**config.mk**
```make
export PLATFORM = sky130hd
export DESIGN_NAME = seven_seg_scan_flat
export DESIGN_NICKNAME = d
export VERILOG_FILES = /design/src/rtl/seg7_pkg.sv /design/src/rtl/seven_seg_scan_if.sv /design/src/rtl/seg7_decode.sv /design/src/rtl/seven_seg_scan.sv /design/src/flat_wrapper.sv
export SDC_FILE = /design/constraint.sdc
export NUM_CORES = 1
export LEC_CHECK = 0
export ABC_AREA = 1
export CAP_MARGIN = 20
export CORE_MARGIN = 2
export CORE_UTILIZATION = 25
export CTS_BUF_LIST = sky130_fd_sc_hd__clkbuf_8
export CTS_CLUSTER_DIAMETER = 80
export DETAILED_ROUTE_END_ITERATION = 10
export SKIP_LAST_GASP = 1
export SLEW_MARGIN = 20
export SYNTH_ARGS = -nofsm -noshare
export SYNTH_HDL_FRONTEND = slang
export SYNTH_SLANG_ARGS = --single-unit
export TNS_END_PERCENT = 1
```
**constraint.sdc**
```tcl
create_clock -name clk -period 2.4 [get_ports clk]
set_clock_uncertainty 0.1 [all_clocks]
set_input_delay 0.36 -clock clk [delete_from_list [all_inputs] [get_ports clk]]
set_output_delay 0.36 -clock clk [all_outputs]
set_load 0.02 [all_outputs]
```
**src/rtl/seg7_pkg.sv**
```systemverilog
// seg7_pkg: segment patterns and scan-state encoding shared by the
// seven_seg_scan display stage and its decoder.
package seg7_pkg;

  // Logical (active-high) segment patterns, bit order {g,f,e,d,c,b,a}.
  localparam logic [6:0] SEG_0    = 7'h3F;
  localparam logic [6:0] SEG_1    = 7'h06;
  localparam logic [6:0] SEG_2    = 7'h5B;
  localparam logic [6:0] SEG_3    = 7'h4F;
  localparam logic [6:0] SEG_4    = 7'h66;
  localparam logic [6:0] SEG_5    = 7'h6D;
  localparam logic [6:0] SEG_6    = 7'h7D;
  localparam logic [6:0] SEG_7    = 7'h07;
  localparam logic [6:0] SEG_8    = 7'h7F;
  localparam logic [6:0] SEG_9    = 7'h6F;
  localparam logic [6:0] SEG_DASH = 7'h40;
  localparam logic [6:0] SEG_OFF  = 7'h00;

  // Per-slot scan phase: anodes dark, then the selected digit lit.
  typedef enum logic {
    ST_BLANK = 1'b0,
    ST_ON    = 1'b1
  } scan_state_t;

endpackage

```
**src/rtl/seven_seg_scan_if.sv**
```systemverilog
// seven_seg_scan_if: digit/control inputs and pin-level outputs of the
// multiplexed 7-segment display stage. master = digit source, slave = display.
interface seven_seg_scan_if #(
  parameter int NUM_DIGITS = 4
);
  logic [4*NUM_DIGITS-1:0] digits;
  logic [NUM_DIGITS-1:0]   dp_mask;
  logic                    hold;
  logic [6:0]              seg;
  logic                    dp;
  logic [NUM_DIGITS-1:0]   an;
  logic                    frame_start;

  modport master (
    output digits, dp_mask, hold,
    input  seg, dp, an, frame_start
  );

  modport slave (
    input  digits, dp_mask, hold,
    output seg, dp, an, frame_start
  );
endinterface

```
**src/rtl/seg7_decode.sv**
```systemverilog
// seg7_decode: BCD digit to active-high segment pattern; values 10-15 show a dash.
module seg7_decode
  import seg7_pkg::*;
(
  input  logic [3:0] bcd,
  output logic [6:0] seg
);

  // Pure lookup from digit value to segment pattern.
  always_comb begin
    seg = SEG_DASH;
    case (bcd)
      4'd0:    seg = SEG_0;
      4'd1:    seg = SEG_1;
      4'd2:    seg = SEG_2;
      4'd3:    seg = SEG_3;
      4'd4:    seg = SEG_4;
      4'd5:    seg = SEG_5;
      4'd6:    seg = SEG_6;
      4'd7:    seg = SEG_7;
      4'd8:    seg = SEG_8;
      4'd9:    seg = SEG_9;
      default: seg = SEG_DASH;
    endcase
  end

endmodule

```
**src/rtl/seven_seg_scan.sv**
```systemverilog
// seven_seg_scan: time-multiplexed common-segment 7-segment driver.
// Digits are snapshotted once per full scan (tear-free), hold freezes the
// snapshot, and each digit slot starts with a short all-anodes-off interval.
// Optional: define SEVEN_SEG_LEADING_ZERO_BLANK_EN to blank leading zeros.
module seven_seg_scan
  import seg7_pkg::*;
#(
  parameter int NUM_DIGITS   = 4,
  parameter int REFRESH_DIV  = 50000,
  parameter int BLANK_CYCLES = 500,
  parameter int ACTIVE_LOW   = 1
) (
  input  logic             clk,
  input  logic             rst,
  seven_seg_scan_if.slave  bus
);

  localparam int CW = $clog2(REFRESH_DIV);
  localparam int IW = $clog2(NUM_DIGITS);

  localparam logic [CW-1:0] CNT_LAST   = CW'(REFRESH_DIV - 1);
  localparam logic [CW-1:0] BLANK_LAST = CW'(BLANK_CYCLES - 1);
  localparam logic [IW-1:0] IDX_LAST   = IW'(NUM_DIGITS - 1);

  localparam logic [6:0]            SEG_POL = (ACTIVE_LOW != 0) ? 7'h7F : 7'h00;
  localparam logic                  DP_POL  = (ACTIVE_LOW != 0);
  localparam logic [NUM_DIGITS-1:0] AN_POL  = (ACTIVE_LOW != 0) ? '1 : '0;

  logic [NUM_DIGITS-1:0][3:0] digits_in;
  logic [CW-1:0]              cnt_q;
  logic [IW-1:0]              idx_q;
  scan_state_t                state_q, state_d;
  logic [NUM_DIGITS-1:0][3:0] snap_q;
  logic [NUM_DIGITS-1:0]      dp_snap_q;
  logic                       slot_wrap, frame_wrap;
  logic [3:0]                 cur_digit;
  logic [6:0]                 dec_seg;
  logic [6:0]                 seg_d, seg_q;
  logic                       dp_d, dp_q;
  logic [NUM_DIGITS-1:0]      an_d, an_q;
  logic                       frame_q;

  assign digits_in  = bus.digits;
  assign slot_wrap  = (cnt_q == CNT_LAST);
  assign frame_wrap = slot_wrap && (idx_q == IDX_LAST);

  // Slot counter and digit index; idx steps once per slot.
  always_ff @(posedge clk) begin
    if (rst) begin
      cnt_q <= '0;
      idx_q <= '0;
    end else if (slot_wrap) begin
      cnt_q <= '0;
      idx_q <= (idx_q == IDX_LAST) ? '0 : idx_q + 1'b1;
    end else begin
      cnt_q <= cnt_q + 1'b1;
    end
  end

`ifdef SEVEN_SEG_LEADING_ZERO_BLANK_EN
  logic [NUM_DIGITS-1:0] blank_d, blank_q;
  logic                  zero_run;

  // Walk down from the most significant digit; blank while all seen so far are zero.
  always_comb begin
    zero_run = 1'b1;
    blank_d  = '0;
    for (int unsigned j = 0; j < NUM_DIGITS - 1; j++) begin
      zero_run = zero_run & (digits_in[NUM_DIGITS-1-j] == 4'd0);
      blank_d[NUM_DIGITS-1-j] = zero_run;
    end
  end
`endif

  // Frame snapshot: captured at the wrap to digit 0 unless hold freezes it.
  always_ff @(posedge clk) begin
    if (rst) begin
      snap_q    <= '0;
      dp_snap_q <= '0;
`ifdef SEVEN_SEG_LEADING_ZERO_BLANK_EN
      blank_q   <= '0;
`endif
    end else if (frame_wrap && !bus.hold) begin
      snap_q    <= digits_in;
      dp_snap_q <= bus.dp_mask;
`ifdef SEVEN_SEG_LEADING_ZERO_BLANK_EN
      blank_q   <= blank_d;
`endif
    end
  end

  // Scan state register.
  always_ff @(posedge clk) begin
    if (rst) state_q <= ST_BLANK;
    else     state_q <= state_d;
  end

  // Next scan state: light the digit after the blank interval, go dark at slot wrap.
  always_comb begin
    state_d = state_q;
    case (state_q)
      ST_BLANK: if (cnt_q == BLANK_LAST) state_d = ST_ON;
      ST_ON:    if (slot_wrap)           state_d = ST_BLANK;
      default:  state_d = ST_BLANK;
    endcase
  end

  assign cur_digit = snap_q[idx_q];

  seg7_decode u_decode (
    .bcd (cur_digit),
    .seg (dec_seg)
  );

  // Logical pin values for the current state and digit.
  always_comb begin
    an_d  = '0;
    seg_d = SEG_OFF;
    dp_d  = 1'b0;
    if (state_q == ST_ON) begin
      an_d[idx_q] = 1'b1;
      seg_d       = dec_seg;
      dp_d        = dp_snap_q[idx_q];
`ifdef SEVEN_SEG_LEADING_ZERO_BLANK_EN
      if (blank_q[idx_q]) begin
        seg_d = SEG_OFF;
        dp_d  = 1'b0;
      end
`endif
    end
  end

  // Output register; pin polarity is applied here only.
  always_ff @(posedge clk) begin
    if (rst) begin
      seg_q   <= SEG_OFF ^ SEG_POL;
      dp_q    <= DP_POL;
      an_q    <= AN_POL;
      frame_q <= 1'b0;
    end else begin
      seg_q   <= seg_d ^ SEG_POL;
      dp_q    <= dp_d ^ DP_POL;
      an_q    <= an_d ^ AN_POL;
      frame_q <= frame_wrap;
    end
  end

  assign bus.seg         = seg_q;
  assign bus.dp          = dp_q;
  assign bus.an          = an_q;
  assign bus.frame_start = frame_q;

endmodule

```
**src/flat_wrapper.sv**
```systemverilog
// flat-port wrapper written by rule: the top's interface ports become plain ports
module seven_seg_scan_flat import seg7_pkg::*;
#(
  parameter int NUM_DIGITS   = 4,
  parameter int REFRESH_DIV  = 50000,
  parameter int BLANK_CYCLES = 500,
  parameter int ACTIVE_LOW   = 1
)
  (clk, rst, bus_digits, bus_dp_mask, bus_hold, bus_seg, bus_dp, bus_an, bus_frame_start);
  seven_seg_scan_if #(.NUM_DIGITS(NUM_DIGITS)) bus_i ();
  input  logic clk;
  input  logic rst;
  input wire logic [$bits(bus_i.digits)-1:0] bus_digits;
  input wire logic [$bits(bus_i.dp_mask)-1:0] bus_dp_mask;
  input wire logic [$bits(bus_i.hold)-1:0] bus_hold;
  output wire logic [$bits(bus_i.seg)-1:0] bus_seg;
  output wire logic [$bits(bus_i.dp)-1:0] bus_dp;
  output wire logic [$bits(bus_i.an)-1:0] bus_an;
  output wire logic [$bits(bus_i.frame_start)-1:0] bus_frame_start;
  assign bus_i.digits = bus_digits;
  assign bus_i.dp_mask = bus_dp_mask;
  assign bus_i.hold = bus_hold;
  assign bus_seg = bus_i.seg;
  assign bus_dp = bus_i.dp;
  assign bus_an = bus_i.an;
  assign bus_frame_start = bus_i.frame_start;
  seven_seg_scan #(.NUM_DIGITS(NUM_DIGITS), .REFRESH_DIV(REFRESH_DIV), .BLANK_CYCLES(BLANK_CYCLES), .ACTIVE_LOW(ACTIVE_LOW)) u_core (.clk(clk), .rst(rst), .bus(bus_i));
endmodule
```
==> summary.md <==
| Metric | Value |
|---|---|
| Clock Power Share | `39.5%` |
| Crit share post-route | `88.1%` |
| Slew Limit Fails | `0` |
| Io pins | `36` |
| Port Buf Inserts | `35` |
| Row count | `35` |
| VDD IR max | `0.218 mV` |
| Placed Cells | `454` |
| Cell Pwr Density | `527 nW/µm²` |
| Final Critical Period | `2.11 ns` |
| Register clock-pin slew on the reported worst setup and hold paths | `0.10 ns` |
| Count of cell types in the netlist | `30` |
| CTS buffer count | `5` |
| DR DRC count | `0` |
| Global-route usage over all layers | `10.9%` |
| Hold Fails Final Rpt | `0` |
| Layout cells sized above 1 | `7.98%` |
| Slew HR | `64.7%` |
| Post-Layout Cell Count | `462` |
| Final worst slack | `0.286 ns` |
| Leakage | `1.02 nW` |
| CTS Hold Bufs | `0` |
| CP max stage delay | `0.67 ns` |
| Critical path buffer and inverter count | `2` |
| Worst Path Arrival | `2.22 ns` |
| Crit path cell chain | `inv_2 > nand2_1 > nand3_1 > nand2_1 > inv_1 > ha_1 > or2_1 > o211ai_1 > nand2_1` |
| Max-Cap Viols | `0` |
| Comb power frac | `4.4%` |
| First-pass GRT wire length | `8980 µm` |
| Status | `finished clean` |
| Root Driver | `clkbuf_8` |
| Initial Util | `25.7%` |
| Vias in the first global route | `2049` |
| Most frequent cells in the layout | `75 x nand2_1, 52 x dfxtp_1, 35 x clkdlybuf4s50_1` |
| RSZ-0062 raised after global routing | `false` |
| Actual slew at the worst max-slew pin | `0.529 ns` |
| Commonest non-fill, non-tap cell in the layout | `nand2_1` |
| Cts repair resizes | `0` |
| Crit path max fanout | `15` |
| Antenna cells | `0` |
| Syn avg cell area | `7.52 µm²` |
| Max clock buf depth | `2` |
| GRT Residual Overflow | `0` |
| Synth-to-Final Area Change | `24.2%` |
| WL final | `5210 µm` |
| Final nets | `383` |
| Crit-path slowest cell | `dfxtp_1` |
| Critical path class | `reg2reg` |
| Dpl ws | `0.302 ns` |
| Register area | `1040 µm²` |
| Clock tree sinks | `52` |
| Vias per inst | `4.59` |
| Worst endpoint required time | `2.51 ns` |
| CP startpoint kind | `flop` |
| Most frequent cell on the critical path | `nand2_1` |
| Chip height | `101 µm` |
| Setup TNS | `0 ns` |
| HPWL Detailed | `3880 µm` |
| Placeable Area | `9200 µm²` |
| Synthesized flop and latch total | `52` |
| Antenna violations before repair | `0` |
| Final setup vio count | `0` |
| Die Area | `10300 µm²` |
| Post-CTS setup buffer count | `0` |
| Top delay family on crit path | `flip-flops` |
| DRT iter0 DRCs | `91` |
| NetSw | `0.334 mW` |
| Crit end category | `flop` |
| Filler cells | `993` |
| Worst Hold Class | `reg2reg` |
| RD Place Congestion | `0.830` |
| Detailed-route via count | `2119` |
| First drt pass iteration count | `4` |
| Largest net degree at the start of global routing | `24` |
| Int Pwr | `1.21 mW` |
| Routed WL per cell | `11.3 µm` |
| Antenna-violating nets left | `0` |
| Sequential share of the synthesized area | `44.0%` |
| Clock Latency Late Sink | `0.31 ns` |
| Cells after synthesis | `315` |
| Die W | `101 µm` |
| Synthesized area | `2370 µm²` |
| Synth warn | `0` |
| Sequential Power Share | `56.2%` |
| H-tree depth | `2` |
| Sw frac | `21.6%` |
| Multi-input logic area | `1150 µm²` |
| Max Freq | `473 MHz` |
| CTS tree | `yes` |
| Synth Net Count | `348` |
==> state kept, by name (all words and copies together), names as in the netlist <==
name	count
u_core.dp_snap_q	4
u_core.idx_q	2
u_core.state_q	1
u_core.bus.frame_start	1
u_core.bus.an	4
u_core.cnt_q	16
u_core.snap_q	16
u_core.bus.dp	1
u_core.bus.seg	7
==> cell families after synthesis <==
group	count (synthesis)	share of synthesized area, %
xor+xnor	2	0.740
fa+ha+maj	10	5.29
simple gates	160	30.9
buf+inv	39	7.51
flops	52	44.0
compound gates	52	11.6
==> final timing paths <==
check             slack (ns)                      endpoint  depth (start not counted)                    startpoint
setup / recovery        0.29  u_core.bus.seg[0]$_SDFF_PP1_                          9  u_core.idx_q[0]$_SDFFE_PP0N_
hold / removal          0.35    u_core.cnt_q[0]$_SDFF_PP0_                          1    u_core.cnt_q[0]$_SDFF_PP0_
setup reg to reg        0.29  u_core.bus.seg[0]$_SDFF_PP1_                          9  u_core.idx_q[0]$_SDFFE_PP0N_
hold reg to reg         0.35    u_core.cnt_q[0]$_SDFF_PP0_                          1    u_core.cnt_q[0]$_SDFF_PP0_
==> worst reg2reg max path: cells and delay by family, from the launching register on <==
family | cells | cell delay, ns
AO/OA/AOI/OAI | 1 | 0.09
AND/OR/NAND/NOR | 5 | 0.62
adder cells (fa/ha/maj) | 1 | 0.19
buffers and inverters | 2 | 0.33
flip-flops | 1 | 0.67
==> power by group through the flow <==
| stage | combinational [mW] | clock, mW | sequential [mW] |
|---|---|---|---|
| after floorplan | 0.0227 | 0 | 0.889 |
| after global placement | 0.0679 | 0 | 0.889 |
| after detailed placement | 0.0687 | 0 | 0.890 |
| after CTS | 0.0688 | 0.625 | 0.870 |
| after global routing | 0.0736 | 0.659 | 0.871 |
| final | 0.0680 | 0.611 | 0.870 |
==> per-stage QoR <==
stage          power, mW  cell area, µm²  hold WS [ns]  util [%]
3_5_place_dp       0.958            2830         0.347      30.8
5_1_grt             1.60            2940         0.385      32.0
2_1_floorplan      0.912            2370         0.317         -
6_report            1.55            2940         0.354      32.0
3_3_place_gp       0.957            2830         0.331      30.8
4_1_cts             1.56            2940         0.363      32.0
==> final cells by class <==
cell class	count	area share, %
Clock buffer	5	2.34
Clock inverter	3	1.45
Inverter	24	3.06
Multi-Input combinational cell	224	39.1
Sequential cell	52	35.4
Tap cell	111	4.72
Timing Repair Buffer	43	14.0
==> layer usage <==
metal	global-route usage (%)	wire length [µm]	vias up	share of wire (%)
li1	-	-	1112	-
met1	12.8	2360	961	45
met2	19.4	2560	39	49
met3	2.35	205	7	3.9
met4	3.74	74	0	1.4
met5	0	0	-	0
==> cells in the mapped netlist, drive strengths merged <==
cell type  count  area share, %
nand2         77             12
dfxtp         52             44
a21oi         35            7.6
nor2          33            5.8
inv           24            3.8
nand4         23            6.1
nand3         14            3.2
o21ai         13            2.9
ha            10            5.3
buf            8            2.6
clkbuf         7            1.1
nor3           5            1.1
nor3b          5            1.6
o211ai         2           0.63
or2            2           0.53
xor2           2           0.74
a31oi          1           0.26
nor4           1           0.26
o22ai          1           0.26
(Power assumes the default switching activity.)
